===== src/rtl/fetch_ctrl_pkg.sv =====
// Shared definitions for the fetch sequencer.
//   fetch_state_t : sequencer state encoding (exported on the debug port)
//   SEL_*         : next-PC mux select values
package fetch_ctrl_pkg;

    typedef enum logic [2:0] {
        BOOT  = 3'd0,
        ISSUE = 3'd1,
        WAIT  = 3'd2,
        DRAIN = 3'd3,
        STALL = 3'd4
    } fetch_state_t;

    // ctrlMux1: PC+4 vs branch target; ctrlMux2: writeback PC (overrides mux1)
    localparam logic SEL_PC4    = 1'b0;
    localparam logic SEL_BRANCH = 1'b1;
    localparam logic SEL_WB     = 1'b1;

endpackage


===== src/rtl/fetch_sequencer.sv =====
// Fetch-stage sequencer: drives the PC enable, the fetch/decode pipe
// enable/clear and the next-PC mux selects around a variable-latency
// instruction memory with a req/ack handshake (one access outstanding).
//
// Ports
//   clock, reset   : rising-edge clock, synchronous active-high reset
//   imemAck        : in,  instruction for the outstanding access valid
//   stallD         : in,  decode stall request
//   branchTakenE   : in,  taken branch resolved in execute
//   pcWriteW       : in,  PC written by writeback
//   imemReq        : out, one-cycle access start pulse
//   pcEnable       : out, PC register load enable
//   pipeEnable     : out, fetch/decode register enable
//   clearPipe      : out, fetch/decode register clear (with pipeEnable)
//   ctrlMux1       : out, 1 = branch target, 0 = PC+4
//   ctrlMux2       : out, 1 = writeback PC (overrides mux1)
//   timeout        : out, sticky: an access waited more than MAX_WAIT cycles
//   state          : out, current state (debug)
module fetch_sequencer
    import fetch_ctrl_pkg::*;
#(
    parameter int BOOT_CYCLES = 2,
    parameter int MAX_WAIT    = 15
) (
    input  logic       clock,
    input  logic       reset,
    input  logic       imemAck,
    input  logic       stallD,
    input  logic       branchTakenE,
    input  logic       pcWriteW,
    output logic       imemReq,
    output logic       pcEnable,
    output logic       pipeEnable,
    output logic       clearPipe,
    output logic       ctrlMux1,
    output logic       ctrlMux2,
    output logic       timeout,
    output logic [2:0] state
);

    localparam int BW = (BOOT_CYCLES > 1) ? $clog2(BOOT_CYCLES) : 1;
    localparam int WW = $clog2(MAX_WAIT + 1);

    fetch_state_t cur, nxt;
    logic [BW-1:0] bootCnt;
    logic [WW-1:0] waitCnt;
    logic          redirect;

    assign redirect = branchTakenE | pcWriteW;
    assign state    = cur;

    always_ff @(posedge clock) begin
        if (reset) begin
            cur     <= BOOT;
            bootCnt <= BW'(BOOT_CYCLES - 1);
            waitCnt <= '0;
            timeout <= 1'b0;
        end else begin
            cur <= nxt;
            if (cur == BOOT && bootCnt != '0)
                bootCnt <= bootCnt - 1'b1;
            if (cur == ISSUE)
                waitCnt <= '0;
            // Only a genuine wait (no ack, no flush) ages the access.
            if (cur == WAIT && !redirect && !imemAck) begin
                if (waitCnt == WW'(MAX_WAIT))
                    timeout <= 1'b1;
                else
                    waitCnt <= waitCnt + 1'b1;
            end
        end
    end

    always_comb begin
        nxt        = cur;
        imemReq    = 1'b0;
        pcEnable   = 1'b0;
        pipeEnable = 1'b0;
        clearPipe  = 1'b0;
        ctrlMux1   = SEL_PC4;
        ctrlMux2   = 1'b0;

        if (reset || cur == BOOT) begin
            // Flush the pipe; acks and redirects are ignored here.
            pipeEnable = 1'b1;
            clearPipe  = 1'b1;
            if (!reset && bootCnt == '0)
                nxt = ISSUE;
        end else if (redirect) begin
            pcEnable   = 1'b1;
            pipeEnable = 1'b1;
            clearPipe  = 1'b1;
            ctrlMux2   = pcWriteW ? SEL_WB : 1'b0;
            ctrlMux1   = (branchTakenE && !pcWriteW) ? SEL_BRANCH : SEL_PC4;
            // An ISSUE still launches its access; its data gets dropped in DRAIN.
            imemReq    = (cur == ISSUE);
            if (cur == ISSUE || ((cur == WAIT || cur == DRAIN) && !imemAck))
                nxt = DRAIN;
            else
                nxt = ISSUE;
        end else begin
            case (cur)
                ISSUE: begin
                    imemReq    = 1'b1;
                    pipeEnable = !stallD;
                    clearPipe  = !stallD;
                    nxt        = WAIT;
                end
                WAIT: begin
                    if (imemAck && !stallD) begin
                        pcEnable   = 1'b1;
                        pipeEnable = 1'b1;
                        nxt        = ISSUE;
                    end else if (imemAck) begin
                        // Dropped; PC is untouched so the same address is refetched.
                        nxt = STALL;
                    end else begin
                        pipeEnable = !stallD;
                        clearPipe  = !stallD;
                    end
                end
                DRAIN: begin
                    pipeEnable = !stallD;
                    clearPipe  = !stallD;
                    if (imemAck)
                        nxt = ISSUE;
                end
                STALL: begin
                    if (!stallD)
                        nxt = ISSUE;
                end
                default: nxt = BOOT;
            endcase
        end
    end

endmodule

===== config.mk =====
export PLATFORM = sky130hd
export DESIGN_NAME = fetch_sequencer
export DESIGN_NICKNAME = d
export VERILOG_FILES = /design/src/rtl/fetch_ctrl_pkg.sv /design/src/rtl/fetch_sequencer.sv
export SDC_FILE = /design/constraint.sdc
export NUM_CORES = 1
export LEC_CHECK = 0
export ABC_CLOCK_PERIOD_IN_PS = 1900
export CAP_MARGIN = 5
export CORE_MARGIN = 5
export CORE_UTILIZATION = 30
export DETAILED_ROUTE_END_ITERATION = 8
export GPL_ROUTABILITY_DRIVEN = 0
export PLACE_DENSITY = 0.62
export SLEW_MARGIN = 10
export SYNTH_ARGS = -nofsm -noshare
export SYNTH_HDL_FRONTEND = slang
export SYNTH_SLANG_ARGS = --single-unit

===== constraint.sdc =====
create_clock -name clock -period 1.9 [get_ports clock]
set_input_delay 0.285 -clock clock [delete_from_list [all_inputs] [get_ports clock]]
set_output_delay 0.285 -clock clock [all_outputs]
set_load 0.02 [all_outputs]

After elaboration in Yosys (flattened, before gate mapping)
Cells that the tools add are included.
{"block": "totals", "register_bits": 9, "input_bits": 6, "output_inout_bits": 10, "wordCells": 70}
{"block": "op_classes", "addsub": 2, "eq_ne": 9, "muxes": 34, "bitwise_logic": 2, "reduce_logical": 19}
{"op": "2-to-1 mux 3 bit", "n": 7}
{"op": "2-to-1 mux 1 bit", "n": 20}
{"op": "2-to-1 mux 4 bit", "n": 3}
{"op": "one-hot mux 3 bit (4 select lines)", "n": 1}
{"op": "inequality test 4 bit (second input constant)", "n": 2}
{"op": "logical AND 1 bit", "n": 7}
{"op": "equality test 3 x 2 -> 1 bit (second input constant)", "n": 2}
{"op": "zero test 1 bit", "n": 5}
{"op": "inequality test 5 x 4 -> 1 bit (second input constant)", "n": 1}
{"op": "adder 4 x 1 -> 4 bit (second input constant)", "n": 1}
{"op": "equality test 4 bit (second input constant)", "n": 1}
{"op": "one-hot mux 1 bit (2 select lines)", "n": 2}
{"op": "AND reduction 4 bit", "n": 1}
{"op": "equality test 3 x 1 -> 1 bit (second input constant)", "n": 1}
{"op": "equality test 3 bit (second input constant)", "n": 1}
{"op": "zero test 3 bit", "n": 1}
{"op": "logical OR 1 bit", "n": 3}
{"op": "2-to-1 mux 2 bit", "n": 1}
{"op": "inequality test 2 x 1 -> 1 bit (second input constant)", "n": 1}
{"op": "AND reduction 2 bit", "n": 1}
{"op": "OR reduction 2 bit", "n": 1}
{"op": "inverter 1 bit", "n": 1}
{"op": "OR 1 bit", "n": 1}
{"op": "subtractor 1 bit (second input constant)", "n": 1}

Depth between registers and ports, before layout
Gate-level depths: netlist of the first run.
{"block": "logic_depth", "word_depth": 7, "depth_mapped": 4, "ltp_nobuf": 4}

Least setup slack after synthesis of the first run
Ideal clock, no wire load.
{"block": "synth_path", "path_type": "reg2out", "startpoint": "register cur[2] (netlist: state[2])", "endpoint": "output ctrlMux1", "arrival_ns": 1.602, "required_ns": 1.615, "setup_slack_ns": 0.013, "path_stages_with_launch": 4, "path_buffers": 1, "path_cell_list": "dfxtp_1 > clkbuf_1 > nor3_1 > nor4b_1"}
{"block": "synth_between", "elab_chain_len": 3}
{"element": "start: declaration", "line": "fetch_sequencer.sv:44", "text": "fetch_state_t cur, nxt;"}
{"element": "start signal: assignment", "line": "fetch_sequencer.sv:59", "text": "cur <= nxt;"}
{"element": "zero test 3 bit", "line": "fetch_sequencer.sv:83", "text": "if (reset || cur == BOOT) begin"}
{"element": "logical OR 1 bit", "line": "fetch_sequencer.sv:83"}
{"element": "2-to-1 mux 1 bit", "line": "fetch_sequencer.sv:83"}
{"element": "end: declaration", "line": "fetch_sequencer.sv:35", "text": "output logic ctrlMux1,"}
No other way between the ends.

Worst setup path after layout of the first run
{"block": "layout_path", "startpoint": "input pcWriteW", "endpoint": "output pipeEnable"}
{"block": "layout_between", "elab_chain_len": 3}
{"element": "start: declaration", "line": "fetch_sequencer.sv:30", "text": "input logic pcWriteW,"}
{"element": "OR 1 bit", "line": "fetch_sequencer.sv:49", "text": "assign redirect = branchTakenE | pcWriteW;"}
{"element": "2-to-1 mux 1 bit", "line": "fetch_sequencer.sv:89", "text": "end else if (redirect) begin"}
{"element": "2-to-1 mux 1 bit", "line": "fetch_sequencer.sv:83"}
{"element": "end: declaration", "line": "fetch_sequencer.sv:33", "text": "output logic pipeEnable,"}
No other way between the ends.

==> flow_summary.yaml, run 1 <==
status:
  outcome: "finished clean"
sta:
  hold_ws_ns: 0.464
  fin_crit_ns: 1.80
  tightest_slew_ns: 0.519
  slew_headroom_pct: 65.3
  fmax_ghz: 0.557
  rsz0062_at_grt: "no"
  finClkSkew_ns: 0.00845
  final_hold_viol_count: 0
  setup_viol: 0
  drv_slew: 0
  fin_crit_sh_pct: 94.5
cts:
  cts_htree_levels: 1
  cts_setup_buffers: 0
  cts_tree: "done"
  path_clk_slew_ns: 0.05
  clock_path_buffers: 2
  insertion_delay_ns: 0.26
  cts_hold_buffers: 0
  cts.sinks: 9
  cts_made_buffers: 3
  cts_root_buf: "clkbuf_4"
drt:
  vias: 651
  postRouteAntennaNets: 0
  drtIter0Drc: 8
  viasPerCell: 5.34
  wl_per_cell_um: 12.9
  totalWireLength_um: 1570
  drc: 0
  drt_first_pass_iters: 4
setup_path:
  critPathMaxFanout: 7
  reg2regPathDepth: 4
  end_kind: "primary output"
  cp.arrival_ns: 1.51
  crit_required_ns: 1.62
  reg2reg_slack_ns: 0.26
  r2r_end: "waitCnt[0]"
  cp-startpoint: "pcWriteW"
  reg2reg_from: "state[1]"
  path_class: "input port to primary output"
  cp-start-kind: "input port"
  cp-endpoint: "pipeEnable"
synthesis:
  syn_area_per_cell_um2: 8.63
  ys_ff_latch: 9
  async_flop_share_pct: 0
  syn_nets: 73
  yosysWarningCount: 0
  syn_area_um2: 569
  synth_ff_type: "dfxtp_1"
  synth_edf_count: 0
  seq_area_frac_synth_pct: 31.6
  ys_types: 37
  syn-instance-count: 66
min_path:
  hp-class: "flop to flop"
  min_path_cells: 2
global_route:
  grt-ovfl-total: 0
  grt_pass1_wl_um: 2740
  grt_max_degree: 9
  grt_pass1_vias: 625
  gr-usage-all-layers_pct: 13.4
  antenna_found_initial: 0
layout:
  register_area_um2: 183
  fin_util_pct: 49.4
  num-nets-final: 105
  area_growth_pct: 53.0
  multi_input_area_um2: 372
  antennaDiodeCount: 0
  fin_area_um2: 871
  drive_gt1_share_pct: 32.0
  fillers: 196
placement:
  placed_area_um2: 846
  io_buffer_count: 15
  hpwl_um: 1170
power_and_ir_drop:
  p_leak_nw: 0.352
  vdd_drop_max_v: 0.000325
  p_per_area_nw_per_um2: 637
floorplanning:
  fp.dieW_um: 53.6
  rows: 15
  die_area_um2: 2870
  core_um2: 1760
  io_pins: 16
  initial_core_util_pct: 32.3
  die_h_um: 53.6
job:
  maxCapViolations: 0
## cells in the final DEF, fill, tap and decap left out, types with 3 or more instances in the layout
master,synthesis,layout
buf_4,0,16
clkdlybuf4s50_1,0,9
dfxtp_1,9,7
nor2_1,6,6
a21oi_1,4,4
o311ai_0,4,4
nor3_2,0,3
clkbuf_4,0,3
dlygate4sd2_1,0,3
## worst max-delay path, cell delays in order
cell	delay, ns
clkdlybuf4s50_1	0.52
nor3_2	0.26
o21ai_0	0.11
dlygate4sd2_1	0.33
## flip-flops by register name, indices dropped and copies added, names as in the netlist
register,cells
bootCnt,1
waitCnt,4
state,3
timeout,1
## logic make-up (layout without fill, tap and decap cells)
family / Yosys count / after routing / share of synthesized area, %
adder cells (fa/ha/maj): 1 / 1 / 2.20
XOR/XNOR: 1 / 1 / 1.54
buffers and inverters: 6 / 37 / 5.71
AND/OR/NAND/NOR: 29 / 29 / 31.7
multiplexers: 2 / 2 / 3.52
flip-flops: 9 / 9 / 31.6
AO/OA/AOI/OAI: 18 / 18 / 23.7
## where the power goes
| part | internal (mW) | switching, mW | leakage, nW |
|---|---|---|---|
| registers | 0.200 | 0.0110 | 0.0742 |
| clock network | 0.0808 | 0.0645 | 0.0150 |
| logic | 0.101 | 0.0967 | 0.262 |
## repair_timing
item                                    in CTS  in global routing
gates resized for setup                     10                  9
hold endpoints to repair                     0                  0
endpoints found under the setup margin       6                  3
## routing by layer
| layer | vias to the layer above | global-route usage (%) | share of wire (%) |
|---|---|---|---|
| li1 | 322 | - | - |
| met1 | 300 | 17.6 | 46 |
| met2 | 29 | 20.2 | 47 |
| met3 | 0 | 3.60 | 6.7 |
| met4 | 0 | 6.38 | 0 |
| met5 | - | 0 | 0 |
## worst min-delay path by stage
| stage | start | to | slack, ns |
|---|---|---|---|
| after floorplan | bootCnt | bootCnt | 0.44 |
| after CTS | timeout | timeout | 0.47 |
| final | timeout | timeout | 0.46 |
| after detailed placement | timeout | timeout | 0.46 |
| after global placement | bootCnt | bootCnt | 0.47 |
| after global routing | bootCnt | bootCnt | 0.49 |
## cell usage after synthesis (all sizes together) (2+ instances only)
cell type	instances	area, um^2
nor4b	2	17.5
or3b	2	20.0
o221ai	2	17.5
nor2	6	22.5
buf	3	21.3
dfxtp	9	180
inv	2	7.51
nand2	2	7.51
a21oi	4	20.0
nand3	2	10.0
mux2i	2	20.0
nor3	4	20.0
o311ai	4	35.0
## metrics by stage
stage	TNS [ns]	power (mW)	cells	worst slack, ns
floorplan	0	0.313	66	0.0133
global placement	-1.04	0.415	118	-0.203
detailed placement	-1.09	0.415	118	-0.197
global route	0	0.599	122	0.000538
CTS	0	0.565	122	0.0100
finish	0	0.554	122	0.104
## area by class of cell
class	instances	share of cell area (%)
Sequential cell	9	21.0
Timing Repair Buffer	31	28.9
Inverter	2	0.862
Multi-Input combinational cell	51	42.7
Clock buffer	4	3.02
Tap cell	25	3.59
(Power assumes the default switching activity.)
==> run 2, diff against run 1 <==
==> constraint.sdc (replaced) <==
create_clock -name clock -period 1.9 [get_ports clock]
set_input_delay 0.38 -clock clock [delete_from_list [all_inputs] [get_ports clock]]
set_output_delay 0.38 -clock clock [all_outputs]
set_load 0.02 [all_outputs]
==> flow_summary.yaml, run 2 (synthesis gave the netlist of run 1 again) <==
status:
  outcome: "finished clean"
layout:
  antennaDiodeCount: 0
  mostFrequentLayoutCells: "buf_4, dfxtp_1, a21oi_1, nor2_1, clkdlybuf4s50_1"
  area_growth_pct: 56.3
  largest_register_ffs: 4
  final_common_cell: "buf_4"
  num-nets-final: 106
  largest_register: "waitCnt"
  drive_gt1_share_pct: 35.7
global_route:
  gr-usage-all-layers_pct: 13.5
  grt-ovfl-total: 0
  top_usage_layer: "met2"
  met1_usage_pct: 16.2
  grt_pass1_vias: 614
  use_met2_pct: 22.4
  antenna_found_initial: 0
  grt_max_degree: 9
  grt_pass1_wl_um: 2750
  grt_use_met3_pct: 4.16
floorplanning:
  initial_core_util_pct: 32.3
  core_um2: 1760
  die_h_um: 53.6
  io_pins: 16
  rows: 15
  fp.dieW_um: 53.6
  die_area_um2: 2870
setup_path:
  cp-start-kind: "flop"
  cp.arrival_ns: 1.49
  path_cells: "buf_4, nor3_2, nor2_2, and2_1, dlygate4sd2_1"
  reg2regPathDepth: 4
  end_kind: "primary output"
  path_class: "flop to primary output"
  path_delay_family: "buffers and inverters"
  crit_required_ns: 1.52
  critPathMaxFanout: 6
  worst_path_max_delay_cell: "dfxtp_1"
  r2r_end: "waitCnt[0]"
  slowest_delay_ns: 0.32
  reg2reg_from: "state[2]"
  reg2reg_slack_ns: 0.24
  cp_num_buf_inv: 2
drt:
  drtIter0Drc: 11
  vias: 643
  viasPerCell: 5.23
  wl_per_cell_um: 13.3
  drt_first_pass_iters: 4
  totalWireLength_um: 1640
  drc: 0
  postRouteAntennaNets: 0
sta:
  fin_crit_sh_pct: 98.2
  fmax_ghz: 0.536
  drv_slew: 0
  finClkSkew_ns: 0.00178
  tightest_slew_ns: 0.534
  final_hold_viol_count: 0
  hold_ws_ns: 0.464
  slew_headroom_pct: 64.3
  rsz0062_at_grt: "yes"
  setup_viol: 0
  fin_crit_ns: 1.87
cts:
  path_clk_slew_ns: 0.06
  cts.sinks: 9
  cts_tree: "done"
  cts_made_buffers: 3
  cts_root_buf: "clkbuf_4"
  insertion_delay_ns: 0.26
  clock_path_buffers: 2
  cts_setup_buffers: 0
  cts_htree_levels: 1
power_and_ir_drop:
  p_leak_nw: 0.402
  p_total_mw: 0.563
  vdd_drop_max_v: 0.000368
  p_per_area_nw_per_um2: 633
min_path:
  hold_end: "bootCnt"
  hp-class: "flop to flop"
  min_path_cells: 2
  hp-start: "bootCnt"
job:
  maxCapViolations: 0
placement:
  io_buffer_count: 15
  hpwl_um: 1330
## run 2: cell count changes in the layout (fill, tap and decap cells not counted), sizes merged
| cell | previous run | this run |
|---|---|---|
| clkbuf | 6 | 4 |
| dlymetal6s2s | 0 | 3 |
| buf | 17 | 22 |
| clkdlybuf4s50 | 9 | 4 |
## run 2: per-layer routing
layer / routed length [um] / share of wire, % / vias up
met5: 0 / 0 / -
met4: 29 / 1.8 / 0
met3: 66 / 4.0 / 4
met2: 805 / 49 / 8
met1: 741 / 45 / 308
li1: - / - / 323
## run 2: where the power goes
part / switching (mW) / leakage (nW) / internal, mW / total (mW)
Clock: 0.0664 / 0.0150 / 0.0809 / 0.147
Sequential: 0.00925 / 0.0734 / 0.200 / 0.209
Combinational: 0.102 / 0.313 / 0.105 / 0.207
## run 2: worst register-to-register path: stages, from the launching register on
cell,delay (ns)
dfxtp_1,0.35
or3b_4,0.42
buf_4,0.16
or4_1,0.49
a21oi_1,0.16
## run 2: final cells by class
| class | instances | area [um^2] |
|---|---|---|
| clock buffers | 4 | 26.3 |
| fillers | 185 | 875 |
| inverters | 2 | 7.51 |
| multi-input cells | 51 | 383 |
| flip-flops and latches | 9 | 180 |
| well taps | 25 | 31.3 |
| repair buffers | 32 | 262 |
## run 2: how the worst max path moves through the flow
stage,to,start,cells past startpoint,slack [ns]
2_1_floorplan,ctrlMux1,state[2],3,0.18
3_3_place_gp,ctrlMux1,pcWriteW,3,-0.37
3_5_place_dp,ctrlMux1,pcWriteW,3,-0.35
4_1_cts,ctrlMux1,branchTakenE,3,0.006
5_1_grt,ctrlMux2,state[1],5,-0.05
6_report,ctrlMux2,state[1],5,0.03
## run 2: per-stage QoR
step / area, um^2 / setup WS (ns) / cells / util [%] / TNS [ns]
after detailed placement: 860 / -0.354 / 119 / 48.7 / -2.47
after CTS: 888 / 0.00610 / 123 / 50.4 / 0
final: 890 / 0.0347 / 123 / 50.4 / 0
after global placement: 860 / -0.371 / 119 / 48.7 / -2.33
after floorplan: 576 / 0.178 / 66 / - / 0
after global routing: 890 / -0.0464 / 123 / 50.4 / -0.0464
## run 2: what timing repair did
item	in CTS	in global routing
setup endpoints to repair	6	8
hold endpoints to repair	0	0
gates resized for setup	26	10
hold buffers	0	0
